## config.mk

```make
export PLATFORM = sky130hd
export DESIGN_NAME = free_list_ckpt
export DESIGN_NICKNAME = d
export VERILOG_FILES = /design/src/rtl/free_list_ckpt.sv
export SDC_FILE = /design/constraint.sdc
export NUM_CORES = 1
export LEC_CHECK = 0
export ABC_AREA = 1
export CAP_MARGIN = 25
export CORE_UTILIZATION = 29
export CTS_CLUSTER_SIZE = 20
export DETAILED_ROUTE_END_ITERATION = 12
export SLEW_MARGIN = 20
export SYNTH_ARGS = -nofsm -noshare
export SYNTH_HDL_FRONTEND = slang
export SYNTH_SLANG_ARGS = --single-unit
```

## constraint.sdc

```tcl
create_clock -name clk_i -period 23.6 [get_ports clk_i]
set_input_delay 2.36 -clock clk_i [delete_from_list [all_inputs] [get_ports clk_i]]
set_output_delay 2.36 -clock clk_i [all_outputs]
set_load 0.01 [all_outputs]
```

## src/rtl/free_list_ckpt.sv

```systemverilog
// free_list_ckpt: circular physical-register free list for the rename stage.
// Grants one free preg per cycle and accepts one freed preg per cycle from
// commit. Head/tail/count are exported for the rename checkpoint snapshot.
// On recovery the head and count are restored from the checkpoint, and the
// frees committed since that checkpoint are kept, because the commit stream
// is always older than the mispredicted branch.
// Optional build macro: FREE_LIST_CHECK_EN enables the sticky err_o
// overflow/underflow detector and the matching simulation checks.

module free_list_ckpt #(
    parameter int AREG   = 32,
    parameter int PREGS  = 64,
    parameter int PREG_W = 6
) (
    input  logic              clk_i,
    input  logic              rst_i,
    input  logic              alloc_req_i,
    output logic              alloc_gnt_o,
    output logic [PREG_W-1:0] alloc_preg_o,
    input  logic              free_valid_i,
    input  logic [PREG_W-1:0] free_preg_i,
    input  logic              recover_i,
    input  logic [PREG_W-1:0] recover_head_i,
    input  logic [PREG_W-1:0] recover_tail_i,
    input  logic [PREG_W:0]   recover_free_count_i,
    output logic [PREG_W-1:0] chkpt_head_o,
    output logic [PREG_W-1:0] chkpt_tail_o,
    output logic [PREG_W:0]   chkpt_free_count_o,
    output logic              empty_o,
    output logic              err_o
);

    // Number of pregs not mapped by the RAT at reset; the list never holds more.
    localparam int              CAP   = PREGS - AREG;
    localparam logic [PREG_W:0] CAP_C = (PREG_W + 1)'(CAP);

    logic [PREG_W-1:0] fl_mem_q [PREGS];
    logic [PREG_W-1:0] head_q, head_d;
    logic [PREG_W-1:0] tail_q, tail_d;
    logic [PREG_W:0]   count_q, count_d;
    logic [PREG_W-1:0] delta_s;
    logic              grant_s;

    // Grant is blocked while recovering, because head is being rewritten.
    assign grant_s      = alloc_req_i & (count_q != {(PREG_W + 1){1'b0}}) & ~recover_i;
    assign alloc_gnt_o  = grant_s;
    assign alloc_preg_o = fl_mem_q[head_q];
    assign empty_o      = (count_q == {(PREG_W + 1){1'b0}});

    assign chkpt_head_o       = head_q;
    assign chkpt_tail_o       = tail_q;
    assign chkpt_free_count_o = count_q;

    // Entries freed since the checkpoint: tail only moves on commit frees.
    assign delta_s = tail_q - recover_tail_i;

    // Next-state for head, tail and count from alloc, free and recovery.
    always_comb begin
        head_d  = head_q;
        tail_d  = tail_q;
        count_d = count_q;
        if (free_valid_i) begin
            tail_d = tail_q + {{(PREG_W - 1){1'b0}}, 1'b1};
        end else begin
            tail_d = tail_q;
        end
        if (recover_i) begin
            head_d  = recover_head_i;
            count_d = recover_free_count_i + {1'b0, delta_s}
                    + {{PREG_W{1'b0}}, free_valid_i};
        end else begin
            head_d  = grant_s ? head_q + {{(PREG_W - 1){1'b0}}, 1'b1} : head_q;
            count_d = count_q + {{PREG_W{1'b0}}, free_valid_i}
                    - {{PREG_W{1'b0}}, grant_s};
        end
    end

    // Pointer and count registers; reset maps pregs AREG..PREGS-1 as free.
    always_ff @(posedge clk_i or posedge rst_i) begin
        if (rst_i) begin
            head_q  <= {PREG_W{1'b0}};
            tail_q  <= PREG_W'(CAP);
            count_q <= CAP_C;
        end else begin
            head_q  <= head_d;
            tail_q  <= tail_d;
            count_q <= count_d;
        end
    end

    // Free-list storage: commit frees are written at tail, no bypass to head.
    always_ff @(posedge clk_i or posedge rst_i) begin
        if (rst_i) begin
            for (int i = 0; i < PREGS; i++) begin
                fl_mem_q[i] <= (i < CAP) ? PREG_W'(i + AREG) : {PREG_W{1'b0}};
            end
        end else if (free_valid_i) begin
            fl_mem_q[tail_q] <= free_preg_i;
        end
    end

`ifdef FREE_LIST_CHECK_EN
    logic ovf_s, rec_ovf_s, udf_s;
    logic err_q;

    assign ovf_s     = free_valid_i & (count_q == CAP_C) & ~grant_s;
    assign rec_ovf_s = recover_i & (count_d > CAP_C);
    assign udf_s     = alloc_req_i & (count_q == {(PREG_W + 1){1'b0}}) & ~recover_i;

    // Sticky error flag, cleared only by reset.
    always_ff @(posedge clk_i or posedge rst_i) begin
        if (rst_i) begin
            err_q <= 1'b0;
        end else begin
            err_q <= err_q | ovf_s | rec_ovf_s | udf_s;
        end
    end

    assign err_o = err_q;

    free_list_ckpt_chk u_chk (
        .clk_i      (clk_i),
        .rst_i      (rst_i),
        .ovf_i      (ovf_s),
        .rec_ovf_i  (rec_ovf_s),
        .udf_i      (udf_s)
    );
`else
    assign err_o = 1'b0;
`endif

endmodule

`ifdef FREE_LIST_CHECK_EN
// Simulation-only checks mirroring the err_o conditions.
module free_list_ckpt_chk (
    input logic clk_i,
    input logic rst_i,
    input logic ovf_i,
    input logic rec_ovf_i,
    input logic udf_i
);
    // Report each illegal event on the clock edge where it occurs.
    always @(posedge clk_i) begin
        if (!rst_i) begin
            assert (!ovf_i)     else $warning("free_list_ckpt: free while list full");
            assert (!rec_ovf_i) else $warning("free_list_ckpt: recovered count too large");
            assert (!udf_i)     else $warning("free_list_ckpt: alloc request while empty");
        end
    end
endmodule
`endif
```

Yosys cells after proc, flatten, opt, wreduce, memory -nomap -nowiden

Cells that the tools add are included.
Widths: inputs -> output; s select.

Bits in registers: 403
Output and inout bits: 28
Logic and storage cells: 95

Add/sub/neg operators: 7
$lt $le $gt $ge: 3
Muxes and demuxes: 9
Bitwise gates (word level): 5
Reduce and logical (&&, ||, !) cells: 4

Operators with widths:

| cell                | count |
|---|---|
| $bwmux 384          | 1 |
| $bmux 6 s6          | 1 |
| $demux 6 s6         | 1 |
| $mux 6              | 5 |
| $add 7x1->7         | 2 |
| $ge 7x7->1 const B  | 2 |
| $not 6->7           | 2 |
| $add 6x1->6 const B | 2 |
| $add 7x6->7         | 1 |
| $logic_not 7->1     | 1 |
| $lt 7x1->1 const B  | 1 |
| $mux 7              | 1 |
| $reduce_bool 7->1   | 1 |
| $sub 7x1->7         | 1 |
| $sub 6x6->6         | 1 |
| $and 1x1->1         | 2 |
| $reduce_bool 2->1   | 1 |
| $logic_and 1x1->1   | 1 |
| $not 1->1           | 1 |

Logic depth before layout (Yosys ltp)

Depth after elaboration: 6
Gate-level depth with buffers: 18
Depth with buffers taken out: 17

Worst setup path before layout

No wires, ideal clock.

Kind: in2out
From: in alloc_req_i
To: out alloc_gnt_o
Data arrival time: 2.682 ns
Data required time: 21.240 ns
Setup slack: 18.558 ns
Stages on the path: 4
Buffers on the path: 0
Cell sequence: inv_1 nor2_1 nand2_1 inv_1

Word-level cells in the longest chain between the ends: 2

RTL lines:

| what                      | RTL line | text |
|---|---|---|
| from (decl)               | 17       | `input logic alloc_req_i,` |
| $and 1x1->1 (2 in series) | 45       | `assign grant_s = alloc_req_i & (count_q != {(PREG_W + 1){1'b0}}) & ~recover_i;` |
| to (decl)                 | 18       | `output logic alloc_gnt_o,` |

No other way between the ends.

Worst setup path in the final report

From: reg head_q[0] (netlist: chkpt_head_o[0])
To: out alloc_preg_o[0]

Word-level cells in the longest chain between the ends: 4

RTL lines:

| what                                       | RTL line | text |
|---|---|---|
| from (decl)                                | 38       | `logic [PREG_W-1:0] head_q, head_d;` |
| from (signal assigned)                     | 81       | `head_q <= {PREG_W{1'b0}};` |
| $not 6->7 (not written as such)            | 47       | `assign alloc_preg_o = fl_mem_q[head_q];` |
| $bmux 6 s6                                 | 47       |  |
| $mux 6 (not written as such) (2 in series) | 47       |  |
| to (decl)                                  | 19       | `output logic [PREG_W-1:0] alloc_preg_o,` |

No other way between the ends. The select of a mux whose other input is x is not followed.

==> summary.md <==
| Metric | Value |
|---|---|
| Max Cap Violations | 0 |
| Chip height | roughly 270 um |
| Final GP Congestion | ~0.8 |
| Num rows | 96 |
| Total wire length | roughly 60 mm |
| Worst r2r src | chkpt_tail_o[0]$_DFFE_PP0P_ |
| Clk_lat worst skew | approximately 580 ps |
| RSZ-0062 raised after global routing | no |
| Clk sinks | 403 |
| Nets | around 2600 |
| Critical path depth in cells | 11 |
| CTS buffer count | between 40 and 50 |
| Final Setup Violations | 0 |
| CTS tree | built |
| Diode count | 0 |
| Power per cell area | roughly 120 nW/um^2 |
| Switching pwr | about 0.99 mW |
| Gate power share | 0.310 |
| Die width | between 200 and 300 um |
| IO Count | 58 |
| Clk slew on worst S/H paths | 60 ps |
| Post-synthesis register bit count | about 400 |
| Clk pwr share | 0.266 |
| Critical path's top delay family | buffers and inverters |
| Post-CTS setup buffer count | 0 |
| Multi-input logic area | roughly 8300 um^2 |
| Placement Cell Area | about 21000 um^2 |
| Sw frac | 0.3583 |
| Storage element area | just over 10000 um^2 |
| CTS Hold Buffers Added | 0 |
| Final Cell Area | between 20000 and 25000 um^2 |
| CTS resizes | 0 |
| Initial drt markers | 1594 |
| Final setup TNS | 0 ps |
| Via-to-Cell Ratio | slightly below 5 |
| Critical Setup Path Class | flop to primary output |
| CTS H-tree depth | 2 |
| Crit path capture | alloc_preg_o[0] |
| CP startpoint kind | flop |
| Flop pwr share | 0.423 |
| Crit path launch | chkpt_head_o[0]$_DFFE_PP0P_ |
| Post-route ant nets | 0 |
| Hold Path Class | flop to flop |
| CP bufs+invs | 3 |
| Drt first pass iters | 7 |
| Syn avg cell area | 7.718 um^2 |
| DP Wirelength | 36.84 mm |
| Hold Vio Cnt, Final | 0 |
| Asr flop ratio synth | 1.000 |
| Worst Path Required | 21240 ps |
| Worst r2r dst | chkpt_free_count_o[5]$_DFF_PP1_ |
| Worst slew margin | 0.2929 |
| Root Buffer | clkbuf_16 |
| CP max FO | 84 |
| EDFF count, synth | 0 |
| Crit end category | primary output |
| Skew final | around 17 ps |
| Syn Std Cell Area | between 20000 and 25000 um^2 |
| Congestion Overflow GR | 0 |
| Routed via count | approximately 17000 |
| Worst-margin pin slew | 1061 ps |
| Largest stage delay, worst path | roughly 900 ps |
| Most frequent cell on the critical path | nand2_1 |
| DRC | 0 |
| Gate Count Post-Synth | roughly 2600 |
| Status | finished clean |
| CORE AREA | roughly 69000 um^2 |
| Crit-path cells | inv_4, buf_4, nand2_1, nand3_1, nand3_1, nand2_1, nor2_1, nand2_1, nand3_1, nand2_1, clkdlybuf4s50_1 |
| First-pass GRT wire length | about 96 mm |
| Synth-to-Final Area Change | 12.80% |
| Area of the die | a little over 70000 um^2 |
| Fillers | around 7300 |
| Fin crit period | a little over 7000 ps |
| Clock buffer depth | 3 |
| Warnings, synthesis | 0 |
| Register-to-register path setup slack | 20630 ps |
| Leakage power total | between 10 and 15 nW |
| Initial antenna violation count | 0 |
| Ratio of cells with drive above 1 in the final layout | 0.1003 |
| Starting Density | 0.2940 |
| Net count after synthesis | around 2700 |
| Pin count of the biggest net entering global routing | between 100 and 150 |
| Post-synth top flop | dfrtp_1 |
| Post-synthesis sequential area ratio | 0.5054 |
| Number of global-route vias before repair | 16160 |
| Final period util | 0.2994 |
| Worst vdd ir | 0.00005459 V |
| Global Route Usage Sum | 0.1731 |
| FMAX | roughly 0.14 GHz |
| R2R cell count | 14 |
| Power Internal | roughly 1.8 mW |
| Worst EP arrival | about 4700 ps |
| Library cells used by synthesis | 38 |
| Pins Over Slew Limit | 0 |
| Port bufs | 56 |
| Slowest library cell on the worst path | buf_4 |
| Routed len/inst | 17.23 um |
==> worst min path at each step <==
stage / from / end / slack, ps / cells after the start
after floorplan: fl_mem_q[197]$_DFFE_PP1P_ / fl_mem_q[197]$_DFFE_PP1P_ / 450 / 2
after global placement: fl_mem_q[338]$_DFFE_PP1P_ / fl_mem_q[338]$_DFFE_PP1P_ / 460 / 2
after detailed placement: fl_mem_q[197]$_DFFE_PP1P_ / fl_mem_q[197]$_DFFE_PP1P_ / 470 / 2
after CTS: fl_mem_q[338]$_DFFE_PP1P_ / fl_mem_q[338]$_DFFE_PP1P_ / 470 / 2
after global routing: fl_mem_q[195]$_DFFE_PP1P_ / fl_mem_q[195]$_DFFE_PP1P_ / 490 / 2
final: fl_mem_q[337]$_DFFE_PP1P_ / fl_mem_q[337]$_DFFE_PP1P_ / 470 / 2
==> per-layer routing <==
layer / GRT usage / up-vias / share of wire
met4: 0.05064 / 0 / 0.024
met5: 0 / - / 0
met3: 0.02357 / 96 / 0.062
met2: 0.2698 / 486 / 0.44
met1: 0.2485 / 8169 / 0.47
li1: - / 8222 / -
==> tightest hold or removal path, cell delays in order, from the launching register on <==
cell	delay (ps)
dfstp_2	370
nand2_1	50
o21ai_1	50
==> state kept, by name, indices dropped and copies added (netlist names) <==
| signal | count |
|---|---|
| chkpt_free_count_o | 7 |
| chkpt_head_o | 6 |
| chkpt_tail_o | 6 |
| fl_mem_q | 384 |
==> layout by cell type (no fill, tap or decap), drive strengths merged <==
cell	count
clkinv	5
clkinvlp	1
nand4	9
a31oi	4
fa	4
xnor2	6
a31o	1
o21bai	2
nor2	47
buf	19
o21ai	420
clkdlybuf4s50	56
or2	1
nor3	13
o211ai	19
o22ai	2
nor4	1
dfrtp	289
nand3	222
inv	207
nand2	999
o221ai	2
ha	22
conb	1
dfstp	114
clkbuf	75
a21oi	37
xor2	10
bufinv	3
==> Yosys cell counts (2+ instances only) <==
master | instances | area, um^2
nor2_1 | 35 | 131.4
o21ai_0 | 301 | 1506
o21bai_1 | 2 | 15.01
o21ai_1 | 112 | 560.5
nand4_1 | 9 | 56.30
buf_2 | 109 | 545.5
ha_1 | 22 | 275.3
clkbuf_1 | 61 | 229.0
nor3_4 | 4 | 65.06
dfrtp_1 | 289 | 7232
nand2_2 | 6 | 37.54
o221ai_1 | 2 | 17.52
dfstp_2 | 114 | 2995
xor2_1 | 10 | 87.58
nand3_1 | 222 | 1111
a31oi_1 | 4 | 25.02
o22ai_1 | 2 | 12.51
inv_2 | 9 | 33.78
o211ai_1 | 19 | 142.6
nand2_1 | 993 | 3727
nor3_2 | 7 | 70.07
inv_1 | 196 | 735.7
buf_4 | 9 | 67.56
a21oi_1 | 37 | 185.2
nor3_1 | 2 | 10.01
buf_1 | 10 | 37.54
fa_1 | 4 | 80.08
xnor2_1 | 6 | 52.55
nor2_2 | 11 | 68.82
o21ai_2 | 7 | 61.31
==> power groups by stage <==
stage / Combinational [mW] / Sequential (mW) / Clock [mW]
2_1_floorplan: 0.634 / 1.12 / 0
3_3_place_gp: 0.833 / 1.17 / 0
3_5_place_dp: 0.849 / 1.17 / 0
4_1_cts: 0.853 / 1.16 / 0.748
5_1_grt: 0.979 / 1.20 / 0.774
6_report: 0.853 / 1.16 / 0.733
==> cell families (layout without fill, tap and decap cells) <==
group,count (synthesis),in the layout,share of synthesized area
buf+inv,397,366,0.08267
xor+xnor,16,16,0.006925
simple gates,1292,1292,0.2620
fa+ha+maj,26,26,0.01756
compound gates,487,487,0.1253
other cells,1,1,0.0001853
flops,403,403,0.5054
==> metrics by stage <==
| step | std cells | hold WS, ps | utilization | worst slack, ps | total power [mW] |
|---|---|---|---|---|---|
| after detailed placement | 3437 | 466.4 | 0.3089 | 16960 | 2.020 |
| after floorplan | 2622 | 451.7 | - | 10220 | 1.757 |
| after global placement | 3436 | 461.0 | 0.3084 | 17030 | 1.999 |
| after global routing | 3522 | 485.4 | 0.3316 | 16250 | 2.950 |
| after CTS | 3521 | 474.9 | 0.3314 | 16540 | 2.763 |
| final | 3522 | 472.5 | 0.3316 | 16530 | 2.750 |
==> final cells by class <==
| type | count | area share |
|---|---|---|
| multi-input combinational | 1822 | 0.3653 |
| timing repair buffer | 75 | 0.03278 |
| sequential | 403 | 0.4484 |
| clock buffer | 75 | 0.06227 |
| inverter | 207 | 0.03470 |
| clock inverter | 9 | 0.005536 |
| tap | 931 | 0.05103 |
(Power assumes the default switching activity.)
